[src/rtl/rio_pkg.sv]
// Shared types for the IO pad-ring power sequencer: FSM state encoding and gate output decode.
package rio_pkg;

  typedef enum logic [3:0] {
    OFF, QUAL, REL_RET, EN_IE, EN_OE, ON, DIS_OE, DIS_IE, ASSERT_RET, FAULT
  } rio_seq_state_e;

  typedef struct packed {
    logic ret_n;
    logic ie_en;
    logic oe_en;
    logic ready;
    logic busy;
    logic fault;
  } rio_gates_t;

  // Gates nest: oe implies ie implies ret_n, in every state.
  function automatic rio_gates_t rio_decode(rio_seq_state_e s);
    rio_gates_t g;
    g = '0;
    case (s)
      QUAL:       g.busy = 1'b1;
      REL_RET:    begin g.ret_n = 1'b1; g.busy = 1'b1; end
      EN_IE:      begin g.ret_n = 1'b1; g.ie_en = 1'b1; g.busy = 1'b1; end
      EN_OE:      begin g.ret_n = 1'b1; g.ie_en = 1'b1; g.oe_en = 1'b1; g.busy = 1'b1; end
      ON:         begin g.ret_n = 1'b1; g.ie_en = 1'b1; g.oe_en = 1'b1; g.ready = 1'b1; end
      DIS_OE:     begin g.ret_n = 1'b1; g.ie_en = 1'b1; g.busy = 1'b1; end
      DIS_IE:     begin g.ret_n = 1'b1; g.busy = 1'b1; end
      ASSERT_RET: g.busy = 1'b1;
      FAULT:      g.fault = 1'b1;
      default:    g = '0;
    endcase
    return g;
  endfunction

endpackage

[src/rtl/rio_sync2.sv]
// Two-flop synchronizer for a single asynchronous level, with a parameterised reset value.
module rio_sync2 #(
  parameter logic RST_VAL = 1'b0
) (
  input  logic clk_i,
  input  logic rst_ni,
  input  logic d_i,
  output logic q_o
);

  logic [1:0] sync_q;

  always_ff @(posedge clk_i) begin
    if (!rst_ni) sync_q <= {2{RST_VAL}};
    else         sync_q <= {sync_q[0], d_i};
  end

  assign q_o = sync_q[1];

endmodule

[src/rtl/rio_ring_pwr_seq.sv]
// GF22FDX IO ring power sequencer: qualifies VDDIO-good, then steps retention -> IE -> OE
// up and the reverse down, dropping straight to a sticky fault state on VDDIO loss.
module rio_ring_pwr_seq
  import rio_pkg::*;
#(
  parameter int STABLE_CYC = 16,
  parameter int STEP_CYC   = 4
) (
  input  logic clk_i,
  input  logic rst_ni,
  input  logic en_i,
  input  logic vddio_ok_i,
  output logic ret_n_o,
  output logic ie_en_o,
  output logic oe_en_o,
  output logic ready_o,
  output logic busy_o,
  output logic fault_o
);

  localparam int MAX_CYC = (STABLE_CYC > STEP_CYC) ? STABLE_CYC : STEP_CYC;
  localparam int CNT_W   = $clog2(MAX_CYC + 1);
  localparam logic [CNT_W-1:0] STABLE_LAST = CNT_W'(STABLE_CYC - 1);
  localparam logic [CNT_W-1:0] STEP_LAST   = CNT_W'(STEP_CYC - 1);

  rio_seq_state_e   state_q, state_d;
  logic [CNT_W-1:0] cnt_q, cnt_d;
  rio_gates_t       gates_q;
  logic             vok;
  logic             step_done;

  rio_sync2 #(.RST_VAL(1'b0)) u_vok_sync (
    .clk_i  (clk_i),
    .rst_ni (rst_ni),
    .d_i    (vddio_ok_i),
    .q_o    (vok)
  );

  assign step_done = (cnt_q == STEP_LAST);

  always_comb begin
    state_d = state_q;
    cnt_d   = cnt_q + 1'b1;
    case (state_q)
      OFF:        if (en_i && vok) state_d = QUAL;
      QUAL: begin
        if (!en_i)                     state_d = OFF;
        else if (!vok)                 cnt_d   = '0;
        else if (cnt_q == STABLE_LAST) state_d = REL_RET;
      end
      REL_RET: begin
        if (!vok)           state_d = FAULT;
        else if (!en_i)     state_d = ASSERT_RET;
        else if (step_done) state_d = EN_IE;
      end
      EN_IE: begin
        if (!vok)           state_d = FAULT;
        else if (!en_i)     state_d = DIS_IE;
        else if (step_done) state_d = EN_OE;
      end
      EN_OE: begin
        if (!vok)       state_d = FAULT;
        else if (!en_i) state_d = DIS_OE;
        else            state_d = ON;
      end
      ON: begin
        if (!vok)       state_d = FAULT;
        else if (!en_i) state_d = DIS_OE;
      end
      // Power-down ignores en_i re-assertion until OFF is reached.
      DIS_OE: begin
        if (!vok)           state_d = FAULT;
        else if (step_done) state_d = DIS_IE;
      end
      DIS_IE: begin
        if (!vok)           state_d = FAULT;
        else if (step_done) state_d = ASSERT_RET;
      end
      ASSERT_RET: state_d = vok ? OFF : FAULT;
      FAULT:      if (!en_i) state_d = OFF;
      default:    state_d = OFF;
    endcase
    if (state_d != state_q || state_d inside {OFF, ON, FAULT}) cnt_d = '0;
  end

  always_ff @(posedge clk_i) begin
    if (!rst_ni) begin
      state_q <= OFF;
      cnt_q   <= '0;
      gates_q <= '0;
    end else begin
      state_q <= state_d;
      cnt_q   <= cnt_d;
      gates_q <= rio_decode(state_d);
    end
  end

  assign ret_n_o = gates_q.ret_n;
  assign ie_en_o = gates_q.ie_en;
  assign oe_en_o = gates_q.oe_en;
  assign ready_o = gates_q.ready;
  assign busy_o  = gates_q.busy;
  assign fault_o = gates_q.fault;

  a_gate_order: assert property (@(posedge clk_i) disable iff (!rst_ni)
    (!oe_en_o || ie_en_o) && (!ie_en_o || ret_n_o));

endmodule

[config.mk]
export PLATFORM = sky130hd
export DESIGN_NAME = rio_ring_pwr_seq
export DESIGN_NICKNAME = d
export VERILOG_FILES = /design/src/rtl/rio_pkg.sv /design/src/rtl/rio_sync2.sv /design/src/rtl/rio_ring_pwr_seq.sv
export SDC_FILE = /design/constraint.sdc
export NUM_CORES = 1
export LEC_CHECK = 0
export CAP_MARGIN = 20
export CORE_MARGIN = 5
export CORE_UTILIZATION = 55
export CTS_CLUSTER_DIAMETER = 120
export DETAILED_ROUTE_END_ITERATION = 16
export HOLD_SLACK_MARGIN = 0.08
export PLACE_DENSITY = 0.75
export SYNTH_ARGS = -nofsm -noshare
export SYNTH_HDL_FRONTEND = slang
export SYNTH_SLANG_ARGS = --single-unit
[constraint.sdc]
create_clock -name clk_i -period 3.05 [get_ports clk_i]
set_input_delay 0.4575 -clock clk_i [delete_from_list [all_inputs] [get_ports clk_i]]
set_output_delay 0.4575 -clock clk_i [all_outputs]
set_load 0.05 [all_outputs]
==> results of run 1 <==
## registers in the layout, summed over array words and instances (netlist names)
register,count
u_vok_sync.sync_q,2
busy_o,1
cnt_q,5
fault_o,1
state_q,4
ret_n_o,1
ie_en_o,1
oe_en_o,1
ready_o,1
## where the power goes
group	switching, uW	total [uW]	internal [uW]
Sequential	2.98	227	224
Combinational	15.0	28.2	13.1
Clock	60.5	111	50.7
## worst min path at each step
| stage | to | slack (ns) | cells past startpoint |
|---|---|---|---|
| finish | u_vok_sync.sync_q[1]$_SDFF_PN0_ | 0.45 | 1 |
| global route | u_vok_sync.sync_q[1]$_SDFF_PN0_ | 0.47 | 1 |
| CTS | u_vok_sync.sync_q[1]$_SDFF_PN0_ | 0.45 | 1 |
| detailed placement | u_vok_sync.sync_q[1]$_SDFF_PN0_ | 0.43 | 1 |
| global placement | u_vok_sync.sync_q[1]$_SDFF_PN0_ | 0.42 | 1 |
| floorplan | u_vok_sync.sync_q[1]$_SDFF_PN0_ | 0.41 | 1 |
## cells in the final DEF (no fill, tap or decap), drive strengths merged, types with 2 or more instances in the layout
cell,count
inv,10
nand2b,2
or4b,2
a211o,2
nand2,6
dfxtp,17
clkbuf,4
o41ai,2
nor4b,2
o211ai,2
nor4bb,2
nor4,6
and2,4
clkdlybuf4s50,9
o21ai,6
or3,6
a21o,2
and3,3
nor2b,2
o2111ai,2
nor2,5
a21oi,7
nand3,4
ha,2
a211oi,2
## routing by layer
layer	track usage (%)	vias to the layer above	routed length (um)	share of wire, %
li1	-	462	-	-
met1	23.4	447	952	45
met2	27.1	59	985	46
met3	3.10	10	167	7.8
met4	7.23	0	31	1.5
met5	0	-	0	0
## stage by stage
step                area (sq um)  instances  setup slack [ns]  utilization, %
floorplan                   1020        118             0.880               -
finish                      1140        151             0.589            65.5
global placement            1120        147             0.382            64.0
detailed placement          1120        147             0.326            64.0
CTS                         1140        151             0.610            65.5
global route                1140        151             0.318            65.5
## kinds of logic (layout without fill, tap and decap cells)
kind of cell    count (synthesis)  in the layout  share of synthesized area, %
buf+inv                        16             24                          6.86
compound gates                 33             33                          26.7
simple gates                   48             48                          28.9
fa+ha+maj                       2              2                          2.45
flops                          17             17                          33.3
xor+xnor                        2              2                          1.72
## layout make-up
cell class | instances | share of cell area (%)
multi-input cells | 85 | 53.4
flip-flops and latches | 17 | 29.8
repair buffers | 10 | 8.53
inverters | 10 | 3.28
well taps | 25 | 2.74
clock buffers | 4 | 2.30
==> results_dict.tcl, run 1 <==
set metrics [dict create \
    worst_pin_slew_ns 0.664 \
    route.antenna.remaining_nets 0 \
    yosysMostFrequentCell "dfxtp_1" \
    yosysWarnings 0 \
    r2r_start "cnt_q[0]$_SDFF_PP0_" \
    cp-start-kind "register" \
    status "completed" \
    viasPerCell 6.48 \
    wl_per_cell_um 14.1 \
    ys_seq_area_share_pct 33.3 \
    place_hpwl_um 1550 \
    slowest_stage "o41ai_4" \
    wl_um 2140 \
    synth.distinct_cells 45 \
    power_density_mw_per_mm2 320 \
    end_kind "register" \
    cts_tree "yes" \
    rsz0062_at_grt "false" \
    synth_top_cell_by_area "dfxtp_1" \
    cap_violations 0 \
    synth.avg_cell_area_sq_um 8.65 \
    root_buffer "clkbuf_4" \
    worstSetupPathType "register to register" \
    grt_use_total_pct 17.4 \
    rrSetupSlack_ns 0.59 \
    die_h_um 53.1 \
    period_minus_slack_ns 2.46 \
    reg2reg_depth 7 \
    die_w_um 53.1 \
    required_ns 3.20 \
    clk_latency_ns 0.28 \
    ctsHtreeMaxLevel 1 \
    clk_path_buf_depth 2 \
    critPathMaxFanout 5 \
    portBuffers 9 \
    grt_overflow 0 \
    drt_iter0_drc 38 \
    worstHoldStart "u_vok_sync.sync_q[0]$_SDFF_PN0_" \
    clkTransAtPathRegs_ns 0.09 \
    cts_buffers 3 \
    grt_max_degree 17 \
    drc 0 \
    syn2layout_area_growth_pct 12.0 \
    multi_input_area_sq_um 611 \
    min-delay-path-class "register to register" \
    std_cell_rows 15 \
    drive_above_1_share_pct 7.94 \
    slowest_delay_ns 0.47 \
    timing.hold.ws_ns 0.448 \
    synth-edff-count 0 \
    fin_crit_sh_pct 80.7 \
    leakagePower_uw 0.000423 \
    dr.pass1.iters 4 \
    antenna_found_initial 0 \
    crit_start "cnt_q[0]$_SDFF_PP0_" \
    diodes 0 \
    fillers 157 \
    cts_hold_buffers 0 \
    syn-num-nets 124 \
    max_freq_mhz 406 \
    path_buf_inv 0 \
    vdd_drop_max_uv 330 \
    max-slew-margin-rel_pct 55.7 \
    cts_setup_buffers 0 \
    synth_area_leaders "dfxtp_1 (33%), inv_1 (3.7%), nor4_1 (3.7%), or3_1 (3.7%), a21oi_1 (3.4%)" \
    grt_pass1_vias 871 \
    synth_cells 118 \
    async_flop_share_pct 0 \
    dieArea_sq_mm 0.00282 \
    post_cts_resize_count 0 \
    endpoint "cnt_q[3]$_SDFF_PP0_" \
    start_util_pct 58.5 \
    total_power_uw 366 \
    synth_top_area_share_pct 33.3 \
    cts_sinks 17 \
    synth.ff_latch_count 17 \
    grt_pass1_wl_um 3770 \
    final_nets 133 \
    synth_common_cells "dfxtp_1 (17), inv_1 (10), a21oi_1 (7)" \
    path_cells "ha_1 -> nor4b_1 -> or3_1 -> o2111ai_2 -> a211o_4 -> o41ai_4 -> nor4_1" \
    reg2reg_to "cnt_q[3]$_SDFF_PP0_" \
    regArea_sq_um 340 \
    netlist_area_sq_mm 0.00102 \
    coreArea_sq_mm 0.00175 \
    report.final.slew_viol_count 0 \
    path_depth 7 \
    setup-tns-final_ns 0 \
    place_congestion 0.875 \
    vias 978 \
    fin_worst_skew_ns 0.00548 \
    arrival_ns 2.61 \
    cp_top_family "compound AO/OA/AOI/OAI gates" \
    ys_dominant_reg_cell "dfxtp_1" \
    io_pins 10 \
    final-hold-violation-count 0 \
    setup_viol 0 \
]
Note: power is estimated with default switching activity, not from simulation.
==> run 2: changes to the inputs <==
CORE_UTILIZATION = 49   (was 55)
PLACE_DENSITY = 0.71   (was 0.75)
clock period = 2.15 ns   (was 3.05 ns; I/O delays follow)
==> run 2 against run 1 <==
- final cell count is 23% higher
- clock power is 50% higher
- register-to-register slack worse by 0.77 ns
- wire length rose by 67%
- largest cell class unchanged
- the run now ends with setup timing left
- final area is 46% higher
- sequential power up 41%
- critical path type unchanged
==> results_dict.tcl, run 2 (synthesis results as in run 1) <==
set metrics [dict create \
    cts_sinks 17 \
    setup_ws_ns -0.183 \
    worstSetupPathType "register to register" \
    coreArea_sq_mm 0.00198 \
    grt_overflow 0 \
    arrival_ns 2.52 \
    dp_cells 170 \
    status "finished with violations" \
    setup-tns-final_ns -1.01 \
    power_density_mw_per_mm2 341 \
    antenna_found_initial 0 \
    clkTransAtPathRegs_ns 0.09 \
    cts_buffers 3 \
    grt_pass1_wl_um 4370 \
    viasPerCell 6.26 \
    start_util_pct 51.5 \
    top_register "cnt_q" \
    drc 0 \
    drive_above_1_share_pct 46.5 \
    vias 1164 \
    max_freq_mhz 429 \
    layout_commonest_cell "buf_4" \
    fin_worst_skew_ns 0.00829 \
    critPathMaxFanout 5 \
    min-delay-path-class "register to register" \
    max-slew-margin-rel_pct 62.9 \
    place_congestion 0.884 \
    worst_pin_slew_ns 0.548 \
    fin_crit_sh_pct 109 \
    rrSetupSlack_ns -0.18 \
    clk_path_buf_depth 2 \
    final-hold-violation-count 0 \
    grt_pass1_vias 984 \
    ctsHtreeMaxLevel 1 \
    cts_tree "yes" \
    grt_max_degree 11 \
    dr.pass1.iters 5 \
    layout.cells.non_filler 186 \
    setup_viol 6 \
    r2r_start "cnt_q[0]$_SDFF_PP0_" \
    grt_use_met3_pct 2.09 \
    path_depth 11 \
    slowest_delay_ns 0.36 \
    period_minus_slack_ns 2.33 \
    vdd_drop_max_uv 507 \
    leakagePower_uw 0.000645 \
    reg.largest.list "cnt_q x5, state_q x4, u_vok_sync.sync_q x2" \
    syn2layout_area_growth_pct 63.0 \
    rsz0062_at_grt "true" \
    final_nets 166 \
    dieArea_sq_mm 0.00310 \
    io_pins 10 \
    cap_violations 0 \
    grt_use_total_pct 17.5 \
    wl_um 3580 \
    reg2reg_to "cnt_q[2]$_SDFF_PP0_" \
    required_ns 2.34 \
    cp_top_family "compound AO/OA/AOI/OAI gates" \
    cp-start-kind "register" \
    end_kind "register" \
    grt_use_met2_pct 28.9 \
    diodes 0 \
    wl_per_cell_um 19.2 \
    endpoint "cnt_q[2]$_SDFF_PP0_" \
    report.final.slew_viol_count 0 \
    slowest_stage "dfxtp_2" \
    root_buffer "clkbuf_4" \
    route.antenna.remaining_nets 0 \
    busiest_layer "met2" \
    cts_hold_buffers 0 \
    die_w_um 55.6 \
    largest_reg_flops 5 \
    path_buf_inv 3 \
    portBuffers 9 \
    die_h_um 55.6 \
    place_hpwl_um 1890 \
    path_cells "ha_4 -> buf_6 -> and3_4 -> ha_4 -> inv_2 -> o21ai_2 -> a21oi_4 -> a211o_4 -> o41ai_4 -> buf_6 -> nor4_4" \
    dp_slack_ns -0.455 \
    gr-usage-met1_pct 21.3 \
    failed_checks "setup timing" \
    clk_latency_ns 0.29 \
    final_cell_mix "buf_4 (28), dfxtp_1 (14), inv_1 (9)" \
    crit_start "cnt_q[0]$_SDFF_PP0_" \
    drt_iter0_drc 38 \
    std_cell_rows 16 \
    reg2reg_depth 11 \
]
run 2: final cells by class:
| type | count | area, sq um |
|---|---|---|
| repair buffers | 43 | 370 |
| flip-flops and latches | 17 | 344 |
| well taps | 27 | 33.8 |
| clock buffers | 4 | 26.3 |
| multi-input cells | 85 | 852 |
| fillers | 101 | 318 |
| inverters | 10 | 37.5 |
run 2: how the worst min path moves through the flow:
| stage | startpoint | endpoint | slack, ns | depth (start not counted) |
|---|---|---|---|---|
| after CTS | u_vok_sync.sync_q[0]$_SDFF_PN0_ | u_vok_sync.sync_q[1]$_SDFF_PN0_ | 0.44 | 1 |
| after global placement | u_vok_sync.sync_q[0]$_SDFF_PN0_ | u_vok_sync.sync_q[1]$_SDFF_PN0_ | 0.42 | 1 |
| after detailed placement | u_vok_sync.sync_q[0]$_SDFF_PN0_ | u_vok_sync.sync_q[1]$_SDFF_PN0_ | 0.42 | 1 |
| final | u_vok_sync.sync_q[0]$_SDFF_PN0_ | u_vok_sync.sync_q[1]$_SDFF_PN0_ | 0.45 | 1 |
| after floorplan | u_vok_sync.sync_q[0]$_SDFF_PN0_ | u_vok_sync.sync_q[1]$_SDFF_PN0_ | 0.41 | 1 |
| after global routing | u_vok_sync.sync_q[0]$_SDFF_PN0_ | u_vok_sync.sync_q[1]$_SDFF_PN0_ | 0.47 | 1 |
run 2: metal layers:
layer  routed length [um]  up-vias  part of all wire (%)
met5                    0        -                     0
met4                  157        0                   4.4
met3                  150       17                   4.2
met2                 1780       54                    50
met1                 1490      564                    42
li1                     -      529                     -
run 2: power breakdown:
group	leakage (uW)	internal [uW]	switching, uW	total, uW
Combinational	0.000491	38.9	41.1	79.9
Sequential	0.000139	318	2.61	321
Clock	0.0000150	72.3	95.2	167
run 2: through the flow:
| step | hold slack, ns | power, uW | area [sq um] | util (%) |
|---|---|---|---|---|
| final | 0.452 | 568 | 1660 | 84.0 |
| after global routing | 0.471 | 586 | 1660 | 84.0 |
| after CTS | 0.441 | 545 | 1390 | 69.9 |
| after detailed placement | 0.420 | 378 | 1280 | 64.6 |
| after global placement | 0.421 | 377 | 1280 | 64.6 |
| after floorplan | 0.412 | 356 | 1020 | - |
run 2: what timing repair did:
action,in CTS,in global routing
setup endpoints to repair,8,13
gates resized for setup,13,41
buffers inserted,5,8
hold endpoints to repair,0,0
pin swaps,13,19
